**src/rtl/mmio_interconnect_pkg.sv**
```systemverilog
// rtl/mmio_interconnect_pkg.sv - shared types and constants for the MMIO interconnect
package mmio_interconnect_pkg;

  // Access size field is MEMORY_ACCESS_SIZE+1 bits wide so it can encode 4.
  localparam int MEMORY_ACCESS_SIZE = 2;
  localparam int SIZE_W             = MEMORY_ACCESS_SIZE + 1;

  // RAM window size used by the default address map.
  localparam logic [31:0] MEMORY_SIZE = 32'h0100_0000;

  localparam logic [SIZE_W-1:0] SIZE_BYTE = SIZE_W'(1);
  localparam logic [SIZE_W-1:0] SIZE_HALF = SIZE_W'(2);
  localparam logic [SIZE_W-1:0] SIZE_WORD = SIZE_W'(4);

  localparam logic [2:0] ERR_NONE     = 3'd0;
  localparam logic [2:0] ERR_SLAVE    = 3'd1;
  localparam logic [2:0] ERR_UNMAPPED = 3'd2;
  localparam logic [2:0] ERR_ALIGN    = 3'd3;
  localparam logic [2:0] ERR_TIMEOUT  = 3'd4;

  typedef enum logic [1:0] {
    ST_IDLE  = 2'd0,
    ST_ISSUE = 2'd1,
    ST_WAIT  = 2'd2
  } state_t;

endpackage

```
**src/rtl/mmio_addr_decoder.sv**
```systemverilog
// rtl/mmio_addr_decoder.sv - combinational slave select, offset and size/alignment check
module mmio_addr_decoder
  import mmio_interconnect_pkg::*;
#(
  parameter int                   NUM_RX      = 4,
  parameter int                   IDX_W       = 2,
  parameter bit                   CHECK_ALIGN = 1'b1,
  parameter logic [NUM_RX*32-1:0] RX_BASE     = '0,
  parameter logic [NUM_RX*32-1:0] RX_LIMIT    = '0
) (
  input  logic [31:0]       addr,
  input  logic [SIZE_W-1:0] size,
  output logic              hit,
  output logic [IDX_W-1:0]  index,
  output logic [31:0]       offset,
  output logic              align_ok
);

  logic [31:0] base;

  // Scan from the top index down so the lowest matching slave wins on overlap.
  always_comb begin
    hit   = 1'b0;
    index = '0;
    base  = RX_BASE[31:0];
    for (int k = NUM_RX - 1; k >= 0; k--) begin
      if (addr >= RX_BASE[k*32 +: 32] && addr <= RX_LIMIT[k*32 +: 32]) begin
        hit   = 1'b1;
        index = IDX_W'(k);
        base  = RX_BASE[k*32 +: 32];
      end
    end
    offset = addr - base;
  end

  // Only 1/2/4-byte accesses are legal; natural alignment is optional.
  always_comb begin
    align_ok = 1'b0;
    case (size)
      SIZE_BYTE: align_ok = 1'b1;
      SIZE_HALF: align_ok = !CHECK_ALIGN || (addr[0] == 1'b0);
      SIZE_WORD: align_ok = !CHECK_ALIGN || (addr[1:0] == 2'b00);
      default:   align_ok = 1'b0;
    endcase
  end

endmodule

```
**src/rtl/mmio_interconnect.sv**
```systemverilog
// rtl/mmio_interconnect.sv - single-master N-slave MMIO router with error causes and timeout
module mmio_interconnect
  import mmio_interconnect_pkg::*;
#(
  parameter int                   NUM_RX         = 4,
  parameter logic [NUM_RX*32-1:0] RX_BASE        = {32'h8000_0000, 32'h0201_0000,
                                                    32'h1001_3000, 32'h0200_0000},
  parameter logic [NUM_RX*32-1:0] RX_LIMIT       = {32'h8000_0000 + MEMORY_SIZE - 32'd1,
                                                    32'h0201_03FF, 32'h1001_3FFF,
                                                    32'h0200_FFFF},
  parameter int                   TIMEOUT_CYCLES = 64,
  parameter bit                   CHECK_ALIGN    = 1'b1
) (
  input  logic                 clock,
  input  logic                 reset,
  input  logic [31:0]          tx_mem_addr,
  input  logic [SIZE_W-1:0]    tx_mem_size,
  input  logic                 tx_mem_enable,
  input  logic                 tx_mem_w_mode,
  input  logic [31:0]          tx_mem_w_data,
  output logic [31:0]          tx_mem_r_data,
  output logic                 tx_mem_ready,
  output logic                 tx_mem_done,
  output logic                 tx_mem_error,
  output logic [2:0]           tx_mem_err_cause,
  output logic [31:0]          rx_mem_addr,
  output logic [SIZE_W-1:0]    rx_mem_size,
  output logic                 rx_mem_w_mode,
  output logic [31:0]          rx_mem_w_data,
  output logic [NUM_RX-1:0]    rx_mem_enable,
  input  logic [NUM_RX*32-1:0] rx_mem_r_data,
  input  logic [NUM_RX-1:0]    rx_mem_done,
  input  logic [NUM_RX-1:0]    rx_mem_error
);

  localparam int IDX_W = (NUM_RX > 1) ? $clog2(NUM_RX) : 1;
  localparam int CNT_W = (TIMEOUT_CYCLES > 0) ? $clog2(TIMEOUT_CYCLES + 1) : 1;
  // The counter reads 0 in the first WAIT cycle, so the last allowed sample is T-1.
  localparam logic [CNT_W-1:0] CNT_LAST = CNT_W'((TIMEOUT_CYCLES > 0) ? TIMEOUT_CYCLES - 1 : 0);

  state_t             state_q, state_d;
  logic [IDX_W-1:0]   sel_q;
  logic [CNT_W-1:0]   cnt_q;

  logic               dec_hit;
  logic [IDX_W-1:0]   dec_idx;
  logic [31:0]        dec_offset;
  logic               dec_align_ok;

  logic               sel_resp;
  logic               sel_err;
  logic [31:0]        sel_rdata;
  logic               timeout_hit;

  mmio_addr_decoder #(
    .NUM_RX      (NUM_RX),
    .IDX_W       (IDX_W),
    .CHECK_ALIGN (CHECK_ALIGN),
    .RX_BASE     (RX_BASE),
    .RX_LIMIT    (RX_LIMIT)
  ) u_decoder (
    .addr     (tx_mem_addr),
    .size     (tx_mem_size),
    .hit      (dec_hit),
    .index    (dec_idx),
    .offset   (dec_offset),
    .align_ok (dec_align_ok)
  );

  assign tx_mem_ready = (state_q == ST_IDLE) && !tx_mem_enable;

  // Response mux: only the slave latched at accept is ever observed.
  always_comb begin
    sel_resp    = rx_mem_done[sel_q] | rx_mem_error[sel_q];
    sel_err     = rx_mem_error[sel_q];
    sel_rdata   = rx_mem_r_data[32*sel_q +: 32];
    timeout_hit = (TIMEOUT_CYCLES != 0) && (cnt_q == CNT_LAST);
  end

  // Next state: decode errors stay in IDLE; ISSUE is always exactly one cycle.
  always_comb begin
    state_d = state_q;
    case (state_q)
      ST_IDLE:  if (tx_mem_enable && dec_align_ok && dec_hit) state_d = ST_ISSUE;
      ST_ISSUE: state_d = ST_WAIT;
      ST_WAIT:  if (sel_resp || timeout_hit) state_d = ST_IDLE;
      default:  state_d = ST_IDLE;
    endcase
  end

  // State register.
  always_ff @(posedge clock) begin
    if (reset) state_q <= ST_IDLE;
    else       state_q <= state_d;
  end

  // Datapath: request capture, strobe, completion status and timeout counter.
  always_ff @(posedge clock) begin
    if (reset) begin
      sel_q            <= '0;
      cnt_q            <= '0;
      rx_mem_enable    <= '0;
      rx_mem_addr      <= '0;
      rx_mem_size      <= '0;
      rx_mem_w_mode    <= 1'b0;
      rx_mem_w_data    <= '0;
      tx_mem_done      <= 1'b0;
      tx_mem_error     <= 1'b0;
      tx_mem_err_cause <= ERR_NONE;
      tx_mem_r_data    <= '0;
    end else begin
      tx_mem_done   <= 1'b0;
      rx_mem_enable <= '0;
      case (state_q)
        ST_IDLE: begin
          if (tx_mem_enable) begin
            rx_mem_addr      <= dec_offset;
            rx_mem_size      <= tx_mem_size;
            rx_mem_w_mode    <= tx_mem_w_mode;
            rx_mem_w_data    <= tx_mem_w_data;
            tx_mem_error     <= 1'b0;
            tx_mem_err_cause <= ERR_NONE;
            if (!dec_align_ok) begin
              tx_mem_done      <= 1'b1;
              tx_mem_error     <= 1'b1;
              tx_mem_err_cause <= ERR_ALIGN;
            end else if (!dec_hit) begin
              tx_mem_done      <= 1'b1;
              tx_mem_error     <= 1'b1;
              tx_mem_err_cause <= ERR_UNMAPPED;
            end else begin
              rx_mem_enable <= NUM_RX'(1) << dec_idx;
              sel_q         <= dec_idx;
            end
          end
        end
        ST_ISSUE: cnt_q <= '0;
        ST_WAIT: begin
          if (sel_resp) begin
            tx_mem_done      <= 1'b1;
            tx_mem_error     <= sel_err;
            tx_mem_err_cause <= sel_err ? ERR_SLAVE : ERR_NONE;
            if (!rx_mem_w_mode) tx_mem_r_data <= sel_rdata;
          end else if (timeout_hit) begin
            tx_mem_done      <= 1'b1;
            tx_mem_error     <= 1'b1;
            tx_mem_err_cause <= ERR_TIMEOUT;
          end else begin
            cnt_q <= cnt_q + 1'b1;
          end
        end
        default: ;
      endcase
    end
  end

endmodule

```
**config.mk**
```make
export PLATFORM = sky130hd
export DESIGN_NAME = mmio_interconnect
export DESIGN_NICKNAME = d
export VERILOG_FILES = /design/src/rtl/mmio_interconnect_pkg.sv /design/src/rtl/mmio_addr_decoder.sv /design/src/rtl/mmio_interconnect.sv
export SDC_FILE = /design/constraint.sdc
export NUM_CORES = 1
export LEC_CHECK = 0
export CAP_MARGIN = 30
export CORE_MARGIN = 2
export CORE_UTILIZATION = 36
export CTS_CLUSTER_SIZE = 24
export DETAILED_ROUTE_END_ITERATION = 6
export PLACE_DENSITY = 0.87
export SLEW_MARGIN = 10
export SYNTH_ARGS = -nofsm -noshare
export SYNTH_HDL_FRONTEND = slang
export SYNTH_SLANG_ARGS = --single-unit
```
**constraint.sdc**
```tcl
create_clock -name clock -period 3.7 [get_ports clock]
set_clock_uncertainty 0.1 [all_clocks]
set_input_delay 0.74 -clock clock [delete_from_list [all_inputs] [get_ports clock]]
set_output_delay 0.74 -clock clock [all_outputs]
set_load 0.005 [all_outputs]
```
==> metrics.yaml <==
timing:
  hold_ws_ps: 352
  setup_viol: 0
  layout_min_cycle_time_ps: 3620
  maxClockFrequency_mhz: 276
  grt_setup_unrepaired: "false"
  fin_ws_ps: 77.1
  drv_slew: 0
  finalSetupTns_ps: 0
  slew_headroom_pct: 36.2
  hold_viol: 0
  worst_slew_pin_slew_ps: 953
  period_share_pct: 97.9
placed_design:
  pre_cts_ws_ps: -412
  io_buffers: 316
  dp_hpwl_um: 17100
  gp_congestion: 0.889
  place_area_um2: 9530
critical_path:
  cp.arrival_ps: 3840
  cp_max_fo: 4
  cp_top_family: "simple AND/OR/NAND/NOR gates"
  crit_start: "tx_mem_addr[26]"
  crit_buf_inv: 3
  path_cells: "clkdlybuf4s50_1 -> or3_4 -> or3_4 -> nor3_4 -> buf_6 -> ha_2 -> fa_2 -> nor3b_4 -> buf_6 -> o211ai_1 -> or3_1 -> xor2_1 -> a211oi_2"
  crit_path_top_delay_cell: "clkdlybuf4s50_1"
  slowest_delay_ps: 430
  critPathLaunchType: "input pin"
  cp_data_required_time_ps: 3920
  timing.rr.start: "sel_q[1]"
  ff2ff_setup_slack_ps: 1250
  critPathCaptureType: "register"
  critPathKind: "in -> reg"
clock_tree:
  cts_num_sinks: 120
  htreeDepth: 4
  hold_buffers: 0
  clk_path_buf_depth: 2
  cts_tree: "done"
  insertion_delay_ps: 410
  cts_buffers: 17
  clkTransAtPathRegs_ps: 60
  clock-root-buffer: "clkbuf_16"
power:
  irDropWorstVdd_v: 0.000301
  power.total_mw: 3.83
  p_leak_nw: 3.66
  p_per_area_nw_per_um2: 373
floorplanning:
  coreArea_um2: 15900
  die-area_um2: 17400
  ios: 317
  die_w_um: 132
  die_height_um: 132
  num_rows: 46
  start_util_pct: 36.9
run_status:
  outcome: "finished, final reports clean"
yosys:
  synthTopCellsByArea: "dfxtp_1 41%, mux4_2 13%, nand2_1 12%, a21oi_1 7.7%, nor2_1 2.3%"
  postSynthNetCount: 901
  ys_seq_elements: 120
  avgSynthCellArea_um2: 8.56
  synthFlopType: "dfxtp_1"
  yosys_warnings: 0
  synth_seq_area_share_pct: 40.9
  synth-edff-count: 0
  syn_inst: 687
  synth_area_um2: 5880
  synth_top_cells_by_count: "184 x nand2_1, 120 x dfxtp_1, 91 x a21oi_1"
  yosysMostFrequentCell: "nand2_1"
  ys_types: 59
  async_reset_ff_share_pct: 0
  netlist.area_leader.share_pct: 40.9
  yosys.area.top_type: "dfxtp_1"
final_layout:
  final_area_um2: 10300
  seqCellArea_um2: 2400
  synthToLayoutAreaGrowth_pct: 74.8
  nets: 1239
  multiInputGateArea_um2: 3320
  nFillCells: 1265
  diodes: 0
  drive_above_1_share_pct: 13.8
grt:
  antenna_found_initial: 0
  grt_pass1_wl_um: 34500
  grt-ovfl-total: 0
  grt_max_degree: 74
  grt_pass1_vias: 6554
  track_usage_pct: 25.0
detailed_routing:
  vias: 6598
  drtIter0Drc: 366
  dr.pass1.iters: 5
  ant_nets: 0
  wl_per_cell_um: 17.6
  via_per_inst: 5.26
  drc_errors: 0
  wl_um: 22000
worst_hold_path:
  min_from: "tx_mem_r_data[20]"
  hold_class: "reg -> reg"
flow_run:
  maxCapViolCount: 0
-- layout make-up --
cell class              instances  area share, %
clock buffers                  20           4.44
clock inverters                12           2.14
inverters                       9          0.329
multi-input cells             509           32.3
flip-flops and latches        120           23.4
well taps                     216           2.63
repair buffers                368           34.7
-- metrics by stage --
step	instances	util, %
6_report	1254	64.5
5_1_grt	1254	64.5
3_5_place_dp	1222	59.8
4_1_cts	1254	64.0
3_3_place_gp	1222	59.8
2_1_floorplan	687	-
-- routing by layer --
layer / part of all wire [%] / up-vias / GRT usage, %
met2: 51 / 332 / 45.9
met1: 38 / 3083 / 28.0
met5: 0 / - / 0
met4: 2.4 / 0 / 9.18
met3: 8.2 / 43 / 6.19
li1: - / 3140 / -
-- placed cells by master (no fill, tap or decap), types with 8 or more instances in the layout --
cell type        synthesis  layout
a211oi_1                15      14
a21oi_1                 91      91
buf_4                    0      50
clkbuf_16                0      17
clkdlybuf4s50_1          0     315
dfxtp_1                120     118
inv_1                    9       9
mux4_2                  34      34
nand2_1                184     183
nand2b_1                 8       8
nand3_1                  9       9
nor2_1                  36      36
nor3_1                  17      15
nor4_1                   8       8
o21ai_0                  9       9
xnor2_1                  8       8
-- final timing paths --
path	endpoint	cells past startpoint
setup / recovery	rx_mem_addr[22]	13
hold / removal	tx_mem_r_data[20]	2
setup reg to reg	tx_mem_r_data[23]	7
hold reg to reg	tx_mem_r_data[20]	2
-- worst min-delay path, delay by kind of cell (launching register included) --
family           cells  cell delay [ps]
AO/OA/AOI/OAI        1               50
AND/OR/NAND/NOR      1               50
flip-flops           1              310
-- where the power goes --
part	total, mW	leakage (nW)	switching (mW)	internal (mW)
Sequential	1.37	0.983	0.0268	1.34
Clock	1.89	0.330	0.589	1.30
Combinational	0.579	2.35	0.210	0.369
Total	3.83	3.66	0.826	3.01
-- state kept, by name (all words and copies together) (netlist names) --
register and flops:
tx_mem_error 1, rx_mem_enable 4, sel_q 2, rx_mem_addr 32
tx_mem_done 1, tx_mem_r_data 32, rx_mem_size 3, rx_mem_w_mode 1
state_q 2, cnt_q 7, rx_mem_w_data 32, tx_mem_err_cause 3
-- cells by family after synthesis --
| family | Yosys count | synth area share (%) |
|---|---|---|
| simple gates | 301 | 22.6 |
| compound gates | 154 | 16.0 |
| fa+ha+maj | 7 | 1.62 |
| mux | 36 | 13.4 |
| flops | 120 | 40.9 |
| buf+inv | 58 | 3.94 |
| xor+xnor | 11 | 1.64 |
-- what timing repair did --
action	4_1_cts	5_1_grt
setup endpoints to repair	1	7
buffers inserted	0	0
gates resized for setup	1	16
pin swaps	0	3
(Power assumes the default switching activity.)
